==> src/rtl/wb_master_pkg.sv <==
// Shared types and CTI encodings for the Wishbone burst master.
package wb_master_pkg;

  typedef enum logic [2:0] {
    IDLE  = 3'd0,
    FETCH = 3'd1,
    BEAT  = 3'd2,
    DONE  = 3'd3,
    ABORT = 3'd4
  } state_t;

  localparam logic [2:0] CTI_CLASSIC = 3'b000;
  localparam logic [2:0] CTI_INCR    = 3'b010;
  localparam logic [2:0] CTI_EOB     = 3'b111;

  // Single-beat bursts are classic cycles; otherwise the final beat carries end-of-burst.
  function automatic logic [2:0] beat_cti(input logic [2:0] beat, input logic [2:0] len);
    if (len == 3'd0) begin
      return CTI_CLASSIC;
    end else if (beat == len) begin
      return CTI_EOB;
    end else begin
      return CTI_INCR;
    end
  endfunction

endpackage

==> src/rtl/wb_beat_timer.sv <==
// Per-beat ack watchdog: counts cycles a strobed beat waits for its ack.
module wb_beat_timer #(
  parameter int TIMEOUT = 256
) (
  input  logic clk,
  input  logic rst_n,
  input  logic clear,
  input  logic enable,
  output logic expire
);

  localparam int CW = $clog2(TIMEOUT);
  localparam logic [CW-1:0] LIMIT = CW'(TIMEOUT - 1);

  logic [CW-1:0] cnt;

  // Wait-cycle counter; saturates at the limit so expire stays asserted.
  always_ff @(posedge clk or negedge rst_n) begin
    if (!rst_n) begin
      cnt <= '0;
    end else if (clear) begin
      cnt <= '0;
    end else if (enable && (cnt != LIMIT)) begin
      cnt <= cnt + CW'(1);
    end else begin
      cnt <= cnt;
    end
  end

  assign expire = enable && (cnt == LIMIT);

endmodule

==> src/rtl/wb_burst_master.sv <==
// Wishbone B3 burst master: accepts one command, issues up to 8 incrementing
// beats, streams write data in and read data out, aborts on ack timeout.
module wb_burst_master
  import wb_master_pkg::*;
#(
  parameter int DW      = 32,
  parameter int AW      = 26,
  parameter int TIMEOUT = 256
) (
  input  logic            sys_clk,
  input  logic            RESETN,
  input  logic            cmd_valid,
  output logic            cmd_ready,
  input  logic [AW-1:0]   cmd_addr,
  input  logic            cmd_we,
  input  logic [2:0]      cmd_len,
  input  logic [DW/8-1:0] cmd_sel,
  input  logic            wr_valid,
  output logic            wr_ready,
  input  logic [DW-1:0]   wr_data,
  output logic            rd_valid,
  output logic [DW-1:0]   rd_data,
  output logic            done,
  output logic            err,
  output logic            wb_cyc_o,
  output logic            wb_stb_o,
  output logic            wb_we_o,
  output logic [AW-1:0]   wb_addr_o,
  output logic [DW-1:0]   wb_dat_o,
  output logic [DW/8-1:0] wb_sel_o,
  output logic [2:0]      wb_cti_o,
  input  logic            wb_ack_i,
  input  logic [DW-1:0]   wb_dat_i
);

  localparam int SW = DW / 8;
  localparam logic [AW-1:0] STEP = AW'(SW);

  state_t          state, state_nx;
  logic [2:0]      len_q, len_nx;
  logic [2:0]      beat_cnt, beat_nx;
  logic            cyc_nx, stb_nx, we_nx;
  logic [AW-1:0]   addr_nx;
  logic [DW-1:0]   dat_nx, rd_data_nx;
  logic [SW-1:0]   sel_nx;
  logic [2:0]      cti_nx;
  logic            rd_valid_nx, done_nx, err_nx;
  logic            beat_ack, last_beat, expire;

  // Acks only count while a beat is strobed; stray acks elsewhere are ignored.
  assign beat_ack  = (state == BEAT) && wb_ack_i;
  assign last_beat = (beat_cnt == len_q);
  assign cmd_ready = (state == IDLE);
  assign wr_ready  = (state == FETCH) || (beat_ack && !last_beat && wb_we_o);

  wb_beat_timer #(.TIMEOUT(TIMEOUT)) u_timer (
    .clk    (sys_clk),
    .rst_n  (RESETN),
    .clear  ((state != BEAT) || wb_ack_i),
    .enable (state == BEAT),
    .expire (expire)
  );

  // Next-state and next registered-output values.
  always_comb begin
    state_nx    = state;
    len_nx      = len_q;
    beat_nx     = beat_cnt;
    cyc_nx      = wb_cyc_o;
    stb_nx      = wb_stb_o;
    we_nx       = wb_we_o;
    addr_nx     = wb_addr_o;
    dat_nx      = wb_dat_o;
    sel_nx      = wb_sel_o;
    cti_nx      = wb_cti_o;
    rd_data_nx  = rd_data;
    rd_valid_nx = 1'b0;
    done_nx     = 1'b0;
    err_nx      = 1'b0;
    case (state)
      IDLE: begin
        if (cmd_valid) begin
          len_nx  = cmd_len;
          beat_nx = 3'd0;
          addr_nx = cmd_addr;
          sel_nx  = cmd_sel;
          we_nx   = cmd_we;
          cti_nx  = beat_cti(3'd0, cmd_len);
          cyc_nx  = 1'b1;
          if (cmd_we) begin
            state_nx = FETCH;
            stb_nx   = 1'b0;
          end else begin
            state_nx = BEAT;
            stb_nx   = 1'b1;
          end
        end else begin
          state_nx = IDLE;
        end
      end
      FETCH: begin
        if (wr_valid) begin
          dat_nx   = wr_data;
          stb_nx   = 1'b1;
          state_nx = BEAT;
        end else begin
          state_nx = FETCH;
        end
      end
      BEAT: begin
        // An ack arriving on the expiry cycle still completes the beat.
        if (wb_ack_i) begin
          if (!wb_we_o) begin
            rd_data_nx  = wb_dat_i;
            rd_valid_nx = 1'b1;
          end else begin
            rd_valid_nx = 1'b0;
          end
          if (last_beat) begin
            state_nx = DONE;
            cyc_nx   = 1'b0;
            stb_nx   = 1'b0;
            done_nx  = 1'b1;
          end else begin
            addr_nx = wb_addr_o + STEP;
            beat_nx = beat_cnt + 3'd1;
            cti_nx  = beat_cti(beat_cnt + 3'd1, len_q);
            if (!wb_we_o) begin
              state_nx = BEAT;
            end else if (wr_valid) begin
              dat_nx   = wr_data;
              state_nx = BEAT;
            end else begin
              stb_nx   = 1'b0;
              state_nx = FETCH;
            end
          end
        end else if (expire) begin
          state_nx = ABORT;
          cyc_nx   = 1'b0;
          stb_nx   = 1'b0;
          err_nx   = 1'b1;
        end else begin
          state_nx = BEAT;
        end
      end
      DONE:    state_nx = IDLE;
      ABORT:   state_nx = IDLE;
      default: begin
        state_nx = IDLE;
        cyc_nx   = 1'b0;
        stb_nx   = 1'b0;
      end
    endcase
  end

  // State, burst bookkeeping and all registered outputs.
  always_ff @(posedge sys_clk or negedge RESETN) begin
    if (!RESETN) begin
      state     <= IDLE;
      len_q     <= 3'd0;
      beat_cnt  <= 3'd0;
      wb_cyc_o  <= 1'b0;
      wb_stb_o  <= 1'b0;
      wb_we_o   <= 1'b0;
      wb_addr_o <= '0;
      wb_dat_o  <= '0;
      wb_sel_o  <= '0;
      wb_cti_o  <= 3'b000;
      rd_data   <= '0;
      rd_valid  <= 1'b0;
      done      <= 1'b0;
      err       <= 1'b0;
    end else begin
      state     <= state_nx;
      len_q     <= len_nx;
      beat_cnt  <= beat_nx;
      wb_cyc_o  <= cyc_nx;
      wb_stb_o  <= stb_nx;
      wb_we_o   <= we_nx;
      wb_addr_o <= addr_nx;
      wb_dat_o  <= dat_nx;
      wb_sel_o  <= sel_nx;
      wb_cti_o  <= cti_nx;
      rd_data   <= rd_data_nx;
      rd_valid  <= rd_valid_nx;
      done      <= done_nx;
      err       <= err_nx;
    end
  end

endmodule
==> config.mk <==
export PLATFORM = sky130hd
export DESIGN_NAME = wb_burst_master
export DESIGN_NICKNAME = d
export VERILOG_FILES = /design/src/rtl/wb_master_pkg.sv /design/src/rtl/wb_beat_timer.sv /design/src/rtl/wb_burst_master.sv
export SDC_FILE = /design/constraint.sdc
export NUM_CORES = 1
export LEC_CHECK = 0
export ABC_AREA = 1
export CAP_MARGIN = 20
export CORE_MARGIN = 4
export CORE_UTILIZATION = 35
export CTS_CLUSTER_DIAMETER = 60
export DETAILED_ROUTE_END_ITERATION = 7
export HOLD_SLACK_MARGIN = 0.03
export PLACE_DENSITY = 0.66
export SLEW_MARGIN = 20
export SYNTH_ARGS = -nofsm -noshare
export SYNTH_HDL_FRONTEND = slang
export SYNTH_SLANG_ARGS = --single-unit
==> constraint.sdc <==
create_clock -name sys_clk -period 1.4 [get_ports sys_clk]
set_input_delay 0.28 -clock sys_clk [delete_from_list [all_inputs] [get_ports sys_clk]]
set_output_delay 0.28 -clock sys_clk [all_outputs]
set_load 0.005 [all_outputs]
## After elaboration in Yosys (flattened, before gate mapping)

Index checks and enable logic that the tools add are counted.

- Input port bits: 103
- Logic and storage cells: 113
- Output and inout bits: 105
- Register bits: 120

- $add $sub $neg: 3
- Reduce and logical (&&, ||, !) cells: 22
- Equality and inequality tests: 18
- Muxes and demuxes: 52
- Bitwise logic cells: 3

Operators with widths:

| operator | count |
|---|---|
| 32-bit 2-to-1 mux | 4 |
| 26-bit 2-to-1 mux | 3 |
| 32-bit case mux with 2 select lines | 1 |
| 26-bit case mux with 2 select lines | 1 |
| 3-bit 2-to-1 mux | 13 |
| 26-bit by 3-bit adder with 26-bit output (second input constant) | 1 |
| 1-bit 2-to-1 mux | 20 |
| 8-bit 2-to-1 mux | 2 |
| 3-bit case mux with 2 select lines | 2 |
| 4-bit AND reduction | 3 |
| 2-bit != test (second input constant) | 5 |
| 3-bit zero test | 3 |
| 3-bit case mux with 3 select lines | 1 |
| 8-bit by 1-bit adder with 8-bit output (second input constant) | 1 |
| 8-bit == test (second input constant) | 1 |
| 4-bit != test (second input constant) | 2 |
| 8-bit != test (second input constant) | 1 |
| 3-bit by 2-bit == test with 1-bit output (second input constant) | 2 |
| 3-bit == test | 2 |
| 2-bit 2-to-1 mux | 3 |
| 3-bit != test (second input constant) | 2 |
| 6-bit AND reduction | 1 |
| 2-bit nonzero test | 3 |
| 1-bit logical AND | 5 |
| other kinds (13) | 16 |

## Depth between registers and ports, before layout

Gate-level depths: netlist of run 1.

- Depth after elaboration: 7
- Mapped depth: 10
- Mapped depth without buffers: 10

## Cells and area by module

From an unflattened synthesis of run 1, not the netlist that was laid out.

- Cell total of the unflattened synthesis: 783
- Area total of the unflattened synthesis: 5973.2 um2

By module, submodules not included:

| module | area each (um2) | cells each | times used | seq. area each (um2) |
|---|---|---|---|---|
| wb_burst_master | 5462.7 | 711 | 1 | 2777.7 |
| wb_beat_timer | 510.5 | 72 | 1 | 200.2 |

## Worst setup path before layout of run 1

Ideal clock, no wire load.

- Kind: flip-flop to output port
- Start: register state[2]
- End: output port wr_ready
- Stages on the path, launching flop included: 7
- Arrival: 1225 ps
- Slack: -105 ps
- Path buffers: 1
- Required time: 1120 ps
- Cell sequence: dfrtp_1 -> nor2_4 -> nand2_4 -> nor2_4 -> nand2_1 -> buf_2 -> o21ai_0

- Cells in the longest elaborated chain, start to end: 5
- Elaborated cells on any way between the ends: 6
- Classes of those cells: 2 x eq/ne; 4 x reduce/logical

Ends and longest elaborated chain:

| what | line | RTL |
|---|---|---|
| start, declared | wb_burst_master.sv:39 | `state_t state, state_nx;` |
| start signal, assigned | wb_burst_master.sv:175 | `state <= state_nx;` |
| 3-bit by 2-bit == test with 1-bit output | wb_burst_master.sv:51 | `assign beat_ack = (state == BEAT) && wb_ack_i;` |
| 1-bit logical AND | wb_burst_master.sv:51 |  |
| 1-bit logical AND (2 in series) | wb_burst_master.sv:54 | `assign wr_ready = (state == FETCH) \|\| (beat_ack && !last_beat && wb_we_o);` |
| 1-bit logical OR * | wb_burst_master.sv:54 |  |
| end, declared | wb_burst_master.sv:19 | `output logic wr_ready,` |

Every way passes the cells marked *; elsewhere a longest branch is shown, timed or not.

## Worst setup path after layout of run 1

Same ends and word-level chain as after synthesis.

==> results of run 1 <==
synth_stat cells, drive strengths merged (7+ instances only):
library cell | count | area, um2
nand2 | 334 | 1280
dfrtp | 119 | 2980
nand3 | 78 | 395
nor2 | 50 | 213
inv | 43 | 161
o21ai | 28 | 140
buf | 24 | 173
or2 | 13 | 81.3
a21oi | 10 | 61.3
nand4 | 10 | 62.6
xnor2 | 7 | 61.3
xor2 | 7 | 61.3
state kept, by name, indices dropped and copies added, names as in the netlist, 2 cells and up:
name         count
rd_data         32
wb_cti_o         2
beat_cnt         3
wb_sel_o         4
u_timer.cnt      8
wb_dat_o        32
len_q            3
wb_addr_o       26
state            3
power groups by stage:
stage | registers [W] | clock network (W) | logic (W)
6_report | 0.00583 | 0.00475 | 0.0130
5_1_grt | 0.00601 | 0.00499 | 0.0141
4_1_cts | 0.00578 | 0.00481 | 0.0121
3_5_place_dp | 0.00603 | 0 | 0.00974
3_3_place_gp | 0.00600 | 0 | 0.00960
2_1_floorplan | 0.00614 | 0 | 0.00391
worst max-delay path: cells and delay by family, from the launching register on:
kind / cells / cell delay, ns
DFF: 1 / 0.41
buffers and inverters: 1 / 0.13
and+or+nand+nor: 4 / 0.39
AOI/OAI and AO/OA: 1 / 0.11
routing by layer:
metal  vias up  wire length [um]  global-route usage
met4         0               446              0.0787
met1      3018              8540               0.277
met5         -                 0                   0
met3        40              1550              0.0640
li1       3137                 -                   -
met2       219             10200               0.357
per-stage QoR:
stage | util | setup TNS, ns | setup WS (ns) | std cells | area (um2)
2_1_floorplan | - | -0.919 | -0.0276 | 744 | 5830
3_3_place_gp | 0.551 | -29.30 | -0.551 | 1238 | 8850
3_5_place_dp | 0.551 | -32.30 | -0.580 | 1238 | 8850
4_1_cts | 0.656 | -22.26 | -0.364 | 1343 | 10500
5_1_grt | 0.675 | -25.26 | -0.428 | 1351 | 10800
6_report | 0.675 | -15.59 | -0.345 | 1352 | 10800
final cells by class:
| type | count | area [um2] | area share |
|---|---|---|---|
| Clock inverter | 12 | 174 | 0.0160 |
| Timing Repair Buffer | 384 | 3760 | 0.346 |
| Clock buffer | 20 | 467 | 0.0430 |
| Antenna cell | 1 | 2.50 | 0.000231 |
| Inverter | 44 | 193 | 0.0178 |
| Multi-Input combinational cell | 556 | 2990 | 0.276 |
| Tap cell | 216 | 270 | 0.0249 |
| Sequential cell | 119 | 2990 | 0.275 |
repair_timing:
| action | CTS | global route |
|---|---|---|
| pin swaps | 27 | 28 |
| buffers inserted | 63 | 14 |
| endpoints found under the setup margin | 219 | 128 |
| resized for setup | 276 | 83 |
| gates cloned | 11 | 3 |
| hold buffers | 1 | 0 |
| hold endpoints to repair | 23 | 0 |
cells by family after synthesis:
family / share of synthesized area
AO/OA/AOI/OAI: 0.0452
XOR/XNOR: 0.0211
adder cells (fa/ha/maj): 0.00646
buffers and inverters: 0.0609
flip-flops: 0.512
AND/OR/NAND/NOR: 0.354
how the worst max path moves through the flow:
stage | from | to | slack [ns] | cells past startpoint
after floorplan | state[2] | wb_dat_o[0] | -0.03 | 9
after global placement | wb_ack_i | wr_ready | -0.55 | 6
after detailed placement | wb_ack_i | wr_ready | -0.58 | 6
after CTS | state[0] | wr_ready | -0.36 | 6
after global routing | state[2] | wr_ready | -0.43 | 6
final | state[2] | wr_ready | -0.35 | 6
==> key figures, run 1 <==
Floorplan
  • Initial Util: 0.362
  • Total die area: 18700 um2
  • Die W: 137 um
  • Die Y: 137 um
  • Row count: 46
  • CORE AREA: 16100 um2
  • Io pins: 208

Yosys
  • Post-synth ARST share: 1.00
  • Seq/Total Area, Yosys: 0.512
  • Post-Syn Instances: 744
  • Number of synthesized flops with an enable pin: 0
  • Post-synth net total: 850
  • Mapped cell area: 5810 um2
  • Ys Warns: 0
  • Post-synthesis cell type count: 32
  • Yosys reg bits: 119
  • Top FF cell, synth: dfrtp_1
  • Avg Cell Area, Syn: 7.81 um2

Worst setup path
  • CP startpoint kind: register
  • CP required: 1.12 ns
  • CP dominant cell by count: nor2_4
  • Max Fanout on Critical Path: 3
  • Worst path cell trace: nor2_4 > nand2_4 > nor2_4 > nand2_2 > o21ai_2 > buf_2
  • Worst Setup End Kind: output pin
  • R2r setup slk: -0.29 ns
  • CP arrival: 1.47 ns
  • Crit-path max cell delay: 0.41 ns
  • Setup CP Type: register to output pin
  • Worst r2r src: state[2]
  • FF-to-FF path depth: 11
  • Reg2reg end: wb_dat_o[21]
  • Crit-path slowest cell: dfrtp_1

Timing
  • Hold_ws: 0.289 ns
  • Final min period: 1.75 ns
  • Hold Vio Cnt, Final: 0
  • RSZ-0062 raised after global routing: yes
  • Worst Tran Pin Value: 0.277 ns
  • Final worst path period share: 1.25
  • Final setup vio count: 113
  • Slew headroom: 0.816
  • Final worst slack: -0.345 ns
  • Max Clk Rate: 573 MHz
  • Pins Over Slew Limit: 0
  • Clk_skew: 0.00821 ns

Power and ir drop
  • Sw frac: 0.362
  • P per Cell Area: 2170 nW/um2
  • Logic pwr share: 0.551
  • Pleak: 5.43 nW
  • Clock Power Share: 0.202
  • Tot Pwr: 0.0235 W
  • Sequential Power Share: 0.248
  • NetSw: 0.00853 W
  • VDD IR max: 1.06 mV
  • Internal power: 0.0150 W

Drt
  • Routed wire length: 20800 um
  • Via density per instance: 4.74
  • Drc violations: 0
  • Drt first-iter violations: 349
  • Routed via count: 6414
  • WL per Instance: 15.3 um
  • ANT nets after route: 0
  • Detailed Routing Iterations Pass 1: 5

GRT
  • Largest net degree at the start of global routing: 39
  • First-pass GRT wire length: 32200 um
  • Vias in the first global route: 6455
  • Grt total ovfl: 0
  • Initial antenna violation count: 0
  • GR Util All Layers: 0.219

CTS
  • Max Root-Sink Buffers: 2
  • Clock transition at the registers of the reported paths: 0.05 ns
  • Root buffer cell: clkbuf_16
  • H-tree levels: 4
  • CTS tree: yes
  • Clk_lat worst skew: 0.42 ns
  • CTS Sinks: 119
  • CTS buffer count: 17

Final layout
  • Area grow syn2layout: 86.6%
  • Commonest non-fill, non-tap cells in the layout: 268 x nand2_1, 125 x buf_4, 113 x dfrtp_1
  • Fin nets: 1228
  • Share of cells above drive strength 1: 0.330
  • Fillers: 1271
  • Most common cell after layout, fill and taps aside: nand2_1

Placement
  • DP HPWL: 13100 um
  • GP Congestion: 0.872
  • I/O Buffers: 207

Worst hold path
  • Worst min-delay path class: primary input to asynchronous set/reset pin

Run status
  • Status: complete, but fails checks
  • Failing checks: setup timing

Run
  • Maxcap violations: 0
Note: power is estimated with default switching activity, not from simulation.
==> inputs of run 2 (changes only) <==
--- a/config.mk
+++ b/config.mk
@@ -13,6 +13,7 @@
 export DETAILED_ROUTE_END_ITERATION = 7
 export HOLD_SLACK_MARGIN = 0.03
 export PLACE_DENSITY = 0.66
+export REMOVE_ABC_BUFFERS = 1
 export SLEW_MARGIN = 20
 export SYNTH_ARGS = -nofsm -noshare
 export SYNTH_HDL_FRONTEND = slang
==> key figures, run 2 (synthesis results as in run 1) <==
Run status
  • Status: complete, but fails checks (unchanged)
  • Failing checks: setup timing (unchanged)

Power and ir drop
  • VDD IR max: 0.975 mV (was 1.06 mV)
  • Tot Pwr: 0.0211 W (was 0.0235 W)
  • Pleak: 5.12 nW (was 5.43 nW)
  • Clock Power Share: 0.218 (was 0.202)
  • Sw frac: 0.360 (was 0.362)
  • Logic pwr share: 0.506 (was 0.551)
  • P per Cell Area: 2090 nW/um2 (was 2170 nW/um2)
  • Internal power: 0.0135 W (was 0.0150 W)
  • Sequential Power Share: 0.276 (was 0.248)
  • NetSw: 0.00762 W (was 0.00853 W)

Placement
  • DP HPWL: 13300 um (was 13100 um)
  • I/O Buffers: 207 (unchanged)
  • GP Congestion: 0.855 (was 0.872)
  • DP Cell Count: 1236 (was 1238)
  • Place WS: -0.579 ns (was -0.580 ns)

CTS
  • CTS Sinks: 119 (unchanged)
  • Root buffer cell: clkbuf_16 (unchanged)
  • Clock transition at the registers of the reported paths: 0.06 ns (was 0.05 ns)
  • CTS tree: yes (unchanged)
  • CTS buffer count: 17 (unchanged)
  • H-tree levels: 4 (unchanged)
  • Max Root-Sink Buffers: 2 (unchanged)
  • Clk_lat worst skew: 0.41 ns (was 0.42 ns)

Final layout
  • Fin nets: 1196 (was 1228)
  • Commonest non-fill, non-tap cells in the layout: 318 x nand2_1, 115 x dfrtp_1, 113 x buf_4 (was 268 x nand2_1, 125 x buf_4, 113 x dfrtp_1)
  • Area grow syn2layout: 73.8% (was 86.6%)
  • Final std cells w/o fill: 1319 (was 1352)
  • Post-layout util: 0.629 (was 0.675)
  • Footprint of the multi-input gates: 2710 um2 (was 2990 um2)
  • Reg area: 2980 um2 (was 2990 um2)
  • Share of cells above drive strength 1: 0.237 (was 0.330)
  • Most common cell after layout, fill and taps aside: nand2_1 (unchanged)
  • Top flop regs: rd_data (32), wb_dat_o (32), wb_addr_o (26) (unchanged)
  • Fillers: 1392 (was 1271)

Timing
  • RSZ-0062 raised after global routing: yes (unchanged)
  • Hold Vio Cnt, Final: 0 (unchanged)
  • Final worst path period share: 1.22 (was 1.25)
  • Clk_skew: 0.00829 ns (was 0.00821 ns)
  • Max Clk Rate: 586 MHz (was 573 MHz)
  • Final worst slack: -0.307 ns (was -0.345 ns)
  • Final setup vio count: 75 (was 113)
  • Pins Over Slew Limit: 0 (unchanged)
  • Slew headroom: 0.750 (was 0.816)
  • Worst Tran Pin Value: 0.374 ns (was 0.277 ns)
  • Final min period: 1.71 ns (was 1.75 ns)

Floorplan
  • Die Y: 137 um (unchanged)
  • CORE AREA: 16100 um2 (unchanged)
  • Row count: 46 (unchanged)
  • Total die area: 18700 um2 (unchanged)
  • Io pins: 208 (unchanged)
  • Die W: 137 um (unchanged)
  • Initial Util: 0.362 (unchanged)

Worst setup path
  • Worst path cell trace: buf_4 > nor2_4 > nand2_2 > buf_4 > a21oi_4 > buf_12 > bufbuf_16 > nand3_1 > nand2_1 (was nor2_4 > nand2_4 > nor2_4 > nand2_2 > o21ai_2 > buf_2)
  • Max Fanout on Critical Path: 12 (was 3)
  • Worst Setup End Kind: register (was output pin)
  • Crit-path slowest cell: dfrtp_1 (unchanged)
  • CP arrival: 2.05 ns (was 1.47 ns)
  • Crit-path max cell delay: 0.40 ns (was 0.41 ns)
  • CP startpoint kind: register (unchanged)
  • CP required: 1.75 ns (was 1.12 ns)
  • Setup CP Type: register to register (was register to output pin)
  • R2r setup slk: -0.31 ns (was -0.29 ns)
  • CP dominant cell by count: buf_4 (was nor2_4)

Drt
  • Drt first-iter violations: 312 (was 349)
  • Routed via count: 6147 (was 6414)
  • WL per Instance: 14.9 um (was 15.3 um)
  • Via density per instance: 4.66 (was 4.74)
  • Routed wire length: 19600 um (was 20800 um)
  • Drc violations: 0 (unchanged)
  • Detailed Routing Iterations Pass 1: 4 (was 5)
  • ANT nets after route: 0 (unchanged)

Run
  • Maxcap violations: 0 (unchanged)

GRT
  • Largest net degree at the start of global routing: 33 (was 39)
  • Initial antenna violation count: 1 (was 0)
  • First-pass GRT wire length: 30500 um (was 32200 um)
  • Vias in the first global route: 6140 (was 6455)
  • Grt total ovfl: 0 (unchanged)
  • GR Util All Layers: 0.210 (was 0.219)

Worst hold path
  • Worst min-delay path class: primary input to asynchronous set/reset pin (unchanged)
## run 2: worst paths after layout
path,startpoint,endpoint,cells after the start
worst max-delay path,state[2],wb_dat_o[30],9
worst min-delay path,RESETN,wb_addr_o[8],2
worst max register to register,state[2],wb_dat_o[30],9
worst min register to register,wb_dat_o[24],wb_dat_o[24],2
max in group asynchronous,RESETN,wb_addr_o[19],3
min in group sys_clk,wb_dat_i[21],rd_data[21],3
## run 2: power by group through the flow
stage / sequential, W / clock, W / combinational, W
finish: 0.00584 / 0.00460 / 0.0107
global placement: 0.00602 / 0 / 0.00965
CTS: 0.00582 / 0.00469 / 0.0103
global route: 0.00600 / 0.00486 / 0.0119
detailed placement: 0.00603 / 0 / 0.00979
floorplan: 0.00613 / 0 / 0.00351
## run 2: metrics by stage
stage          hold WS [ns]  area (um2)  setup TNS [ns]
3_3_place_gp          0.189        8830          -29.32
2_1_floorplan       -0.0156        5620          -47.00
5_1_grt               0.318       10100          -22.47
3_5_place_dp          0.186        8830          -31.66
6_report              0.305       10100          -14.73
4_1_cts               0.301        9810          -13.57
## run 2: final cells by class
type | instances | share of cell area
Clock buffer | 19 | 0.0439
Sequential cell | 119 | 0.295
Antenna cell | 1 | 0.000248
Clock inverter | 12 | 0.0175
Timing Repair Buffer | 352 | 0.330
Multi-Input combinational cell | 556 | 0.268
Tap cell | 216 | 0.0268
Inverter | 44 | 0.0181
## run 2: worst max-delay path, delay by kind of cell (launching register included)
kind / cells / cell delay (ns)
AO/OA/AOI/OAI: 1 / 0.21
buffers and inverters: 4 / 0.71
flip-flops: 1 / 0.40
AND/OR/NAND/NOR: 4 / 0.32
## run 2: what timing repair did
action,in CTS,in global routing
endpoints found under the setup margin,218,140
endpoints found under the hold margin,12,0
hold buffers,1,0
setup buffers,31,10
gates cloned,6,4
gates resized for setup,200,52
pin swaps,3,10
## run 2: routing by layer
metal,vias to the layer above,part of all wire,global-route usage
li1,3070,-,-
met1,2829,0.40,0.248
met2,231,0.47,0.344
met3,17,0.11,0.0974
met4,0,0.012,0.0576
met5,-,0,0
==> inputs of run 3 (changes only) <==
--- a/config.mk
+++ b/config.mk
@@ -8,11 +8,11 @@
 export ABC_AREA = 1
 export CAP_MARGIN = 20
 export CORE_MARGIN = 4
-export CORE_UTILIZATION = 35
+export CORE_UTILIZATION = 41
 export CTS_CLUSTER_DIAMETER = 60
 export DETAILED_ROUTE_END_ITERATION = 7
 export HOLD_SLACK_MARGIN = 0.03
-export PLACE_DENSITY = 0.66
+export PLACE_DENSITY = 0.75
 export REMOVE_ABC_BUFFERS = 1
 export SLEW_MARGIN = 20
 export SYNTH_ARGS = -nofsm -noshare
==> key figures, run 3 (synthesis results as in run 1) <==
Timing
  • Pins Over Slew Limit: 0 (unchanged)
  • Final min period: 1.71 ns (about the same)
  • RSZ-0062 raised after global routing: yes (unchanged)
  • Final worst path period share: 1.22 (about the same)
  • Clk_skew: 0.00440 ns (was 0.00829 ns)
  • Setup Total Neg Slack: -15.42 ns (was -14.73 ns)
  • Final worst slack: -0.309 ns (was -0.307 ns)
  • Hold Vio Cnt, Final: 0 (unchanged)
  • Worst Tran Pin Value: 0.329 ns (was 0.374 ns)
  • Final setup vio count: 78 (was 75)
  • Slew headroom: 0.780 (was 0.750)
  • Max Clk Rate: 585 MHz (was 586 MHz)

Final layout
  • Most common cell after layout, fill and taps aside: nand2_1 (unchanged)
  • Top flop regs: rd_data (32), wb_dat_o (32), wb_addr_o (26) (unchanged)
  • Commonest non-fill, non-tap cells in the layout: 314 x nand2_1, 115 x dfrtp_1, 107 x buf_4 (was 318 x nand2_1, 115 x dfrtp_1, 113 x buf_4)
  • Area grow syn2layout: 67.2% (was 73.8%)
  • Fin nets: 1180 (was 1196)
  • Design Area, Final: 9710 um2 (was 10100 um2)
  • Share of cells above drive strength 1: 0.218 (was 0.237)
  • N_diodes: 0 (was 1)

Worst setup path
  • CP startpoint kind: register (unchanged)
  • Crit-path slowest cell: dfrtp_1 (unchanged)
  • CP arrival: 1.43 ns (was 2.05 ns)
  • Worst path cell trace: xnor2_2 > nand3_4 > nand2_2 > o21ai_1 > buf_2 (was buf_4 > nor2_4 > nand2_2 > buf_4 > a21oi_4 > buf_12 > bufbuf_16 > nand3_1 > nand2_1)
  • Crit-path max cell delay: 0.42 ns (was 0.40 ns)
  • Max Fanout on Critical Path: 2 (was 12)
  • Worst Setup End Kind: output pin (was register)
  • Worst Setup SP: len_q[1] (was state[2])
  • Worst r2r src: state[2] (unchanged)
  • CP required: 1.12 ns (was 1.75 ns)
  • Setup CP Type: register to output pin (was register to register)

Drt
  • Routed via count: 6181 (was 6147)
  • ANT nets after route: 0 (unchanged)
  • Drt first-iter violations: 330 (was 312)
  • Via density per instance: 4.89 (was 4.66)
  • Detailed Routing Iterations Pass 1: 7 (was 4)
  • WL per Instance: 15.4 um (was 14.9 um)
  • Drc violations: 0 (unchanged)
  • Routed wire length: 19400 um (was 19600 um)

CTS
  • CTS tree: yes (unchanged)
  • H-tree levels: 4 (unchanged)
  • Root buffer cell: clkbuf_16 (unchanged)
  • Max Root-Sink Buffers: 2 (unchanged)
  • CTS buffer count: 17 (unchanged)
  • Clk_lat worst skew: 0.42 ns (was 0.41 ns)
  • Clock transition at the registers of the reported paths: 0.05 ns (was 0.06 ns)
  • CTS Sinks: 119 (unchanged)

GRT
  • GR Util All Layers: 0.241 (was 0.210)
  • Grt total ovfl: 0 (unchanged)
  • Initial antenna violation count: 0 (was 1)
  • Vias in the first global route: 6287 (was 6140)
  • First-pass GRT wire length: 30600 um (was 30500 um)
  • Largest net degree at the start of global routing: 44 (was 33)

Power and ir drop
  • Clock Power Share: 0.214 (was 0.218)
  • Logic pwr share: 0.500 (was 0.506)
  • VDD IR max: 1.07 mV (was 0.975 mV)
  • NetSw: 0.00756 W (was 0.00762 W)
  • Sw frac: 0.365 (was 0.360)
  • Pleak: 4.95 nW (was 5.12 nW)
  • Internal power: 0.0131 W (was 0.0135 W)
  • P per Cell Area: 2130 nW/um2 (was 2090 nW/um2)
  • Sequential Power Share: 0.286 (was 0.276)

Floorplan
  • Row count: 43 (was 46)
  • Total die area: 16100 um2 (was 18700 um2)
  • Die W: 127 um (was 137 um)
  • CORE AREA: 13900 um2 (was 16100 um2)
  • Io pins: 208 (unchanged)
  • Die Y: 127 um (was 137 um)
  • Initial Util: 0.419 (was 0.362)

Placement
  • I/O Buffers: 207 (unchanged)
  • DP HPWL: 13300 um (about the same)
  • Placed cell area: 8730 um2 (was 8830 um2)
  • GP Congestion: 0.864 (was 0.855)

Run
  • Maxcap violations: 0 (unchanged)

Run status
  • Status: complete, but fails checks (unchanged)
  • Failing checks: setup timing (unchanged)

Worst hold path
  • Worst min-delay path class: primary input to asynchronous set/reset pin (unchanged)
-- run 3: cell types whose count changed in the layout (fill, tap and decap cells not counted), moves of 4 or more --
cell	before	now
buf_12	14	9
buf_4	113	107
clkdlybuf4s15_1	18	33
dlygate4sd2_1	70	58
nand2_1	318	314
nand2_2	9	15
nor2_1	35	39
nor2_4	11	4
o21ai_1	2	6
-- run 3: critical path: cells and delay by family, from the launching register on --
kind,cells,cell delay [ns]
flip-flops,1,0.42
XOR/XNOR,1,0.21
AND/OR/NAND/NOR,2,0.20
buffers and inverters,1,0.13
AO/OA/AOI/OAI,1,0.05
-- run 3: path summary, 6_finish.rpt --
path                                end  slack (ns)  cells past startpoint
hold / removal             wb_addr_o[6]        0.31                      2
setup reg to reg            wb_dat_o[4]       -0.27                     10
max in group asynchronous      len_q[1]        0.55                      3
min in group sys_clk        rd_data[26]        0.39                      3
hold reg to reg            wb_dat_o[29]        0.47                      2
setup / recovery               wr_ready       -0.31                      5
-- run 3: final cells by class --
type                            count  area, um2
Multi-Input combinational cell    555       2620
Inverter                           44        170
Clock inverter                      8        124
Tap cell                          180        225
Clock buffer                       22        464
Timing Repair Buffer              337       3130
Fill cell                        1110       4170
Sequential cell                   119       2980
-- run 3: power groups by stage --
stage / registers, W / logic (W) / clock network [W]
floorplan: 0.00613 / 0.00351 / 0
global placement: 0.00605 / 0.00944 / 0
detailed placement: 0.00606 / 0.00964 / 0
CTS: 0.00588 / 0.0100 / 0.00449
global route: 0.00610 / 0.0114 / 0.00464
finish: 0.00592 / 0.0103 / 0.00443
-- run 3: layer usage --
layer	part of all wire	global-route usage	wire length [um]	vias to the layer above
met5	0	0	0	-
met4	0.023	0.0776	438	0
met3	0.11	0.112	2090	37
met2	0.49	0.412	9560	253
met1	0.38	0.267	7330	2872
li1	-	-	-	3019
-- run 3: what timing repair did --
item | CTS | global route
pin swaps | 5 | 6
setup endpoints to repair | 217 | 140
gates resized for setup | 190 | 54
hold buffers | 1 | 0
setup buffers | 29 | 3
hold endpoints to repair | 17 | 0
gates cloned | 2 | 2
-- run 3: per-stage QoR --
stage	util	cells	power [W]	worst slack, ns	hold WS (ns)
floorplan	-	716	0.00964	-0.746	-0.0156
global placement	0.629	1199	0.0155	-0.538	0.208
detailed placement	0.629	1199	0.0157	-0.549	0.203
CTS	0.688	1260	0.0204	-0.335	0.310
global route	0.700	1265	0.0222	-0.361	0.329
finish	0.700	1265	0.0207	-0.309	0.307
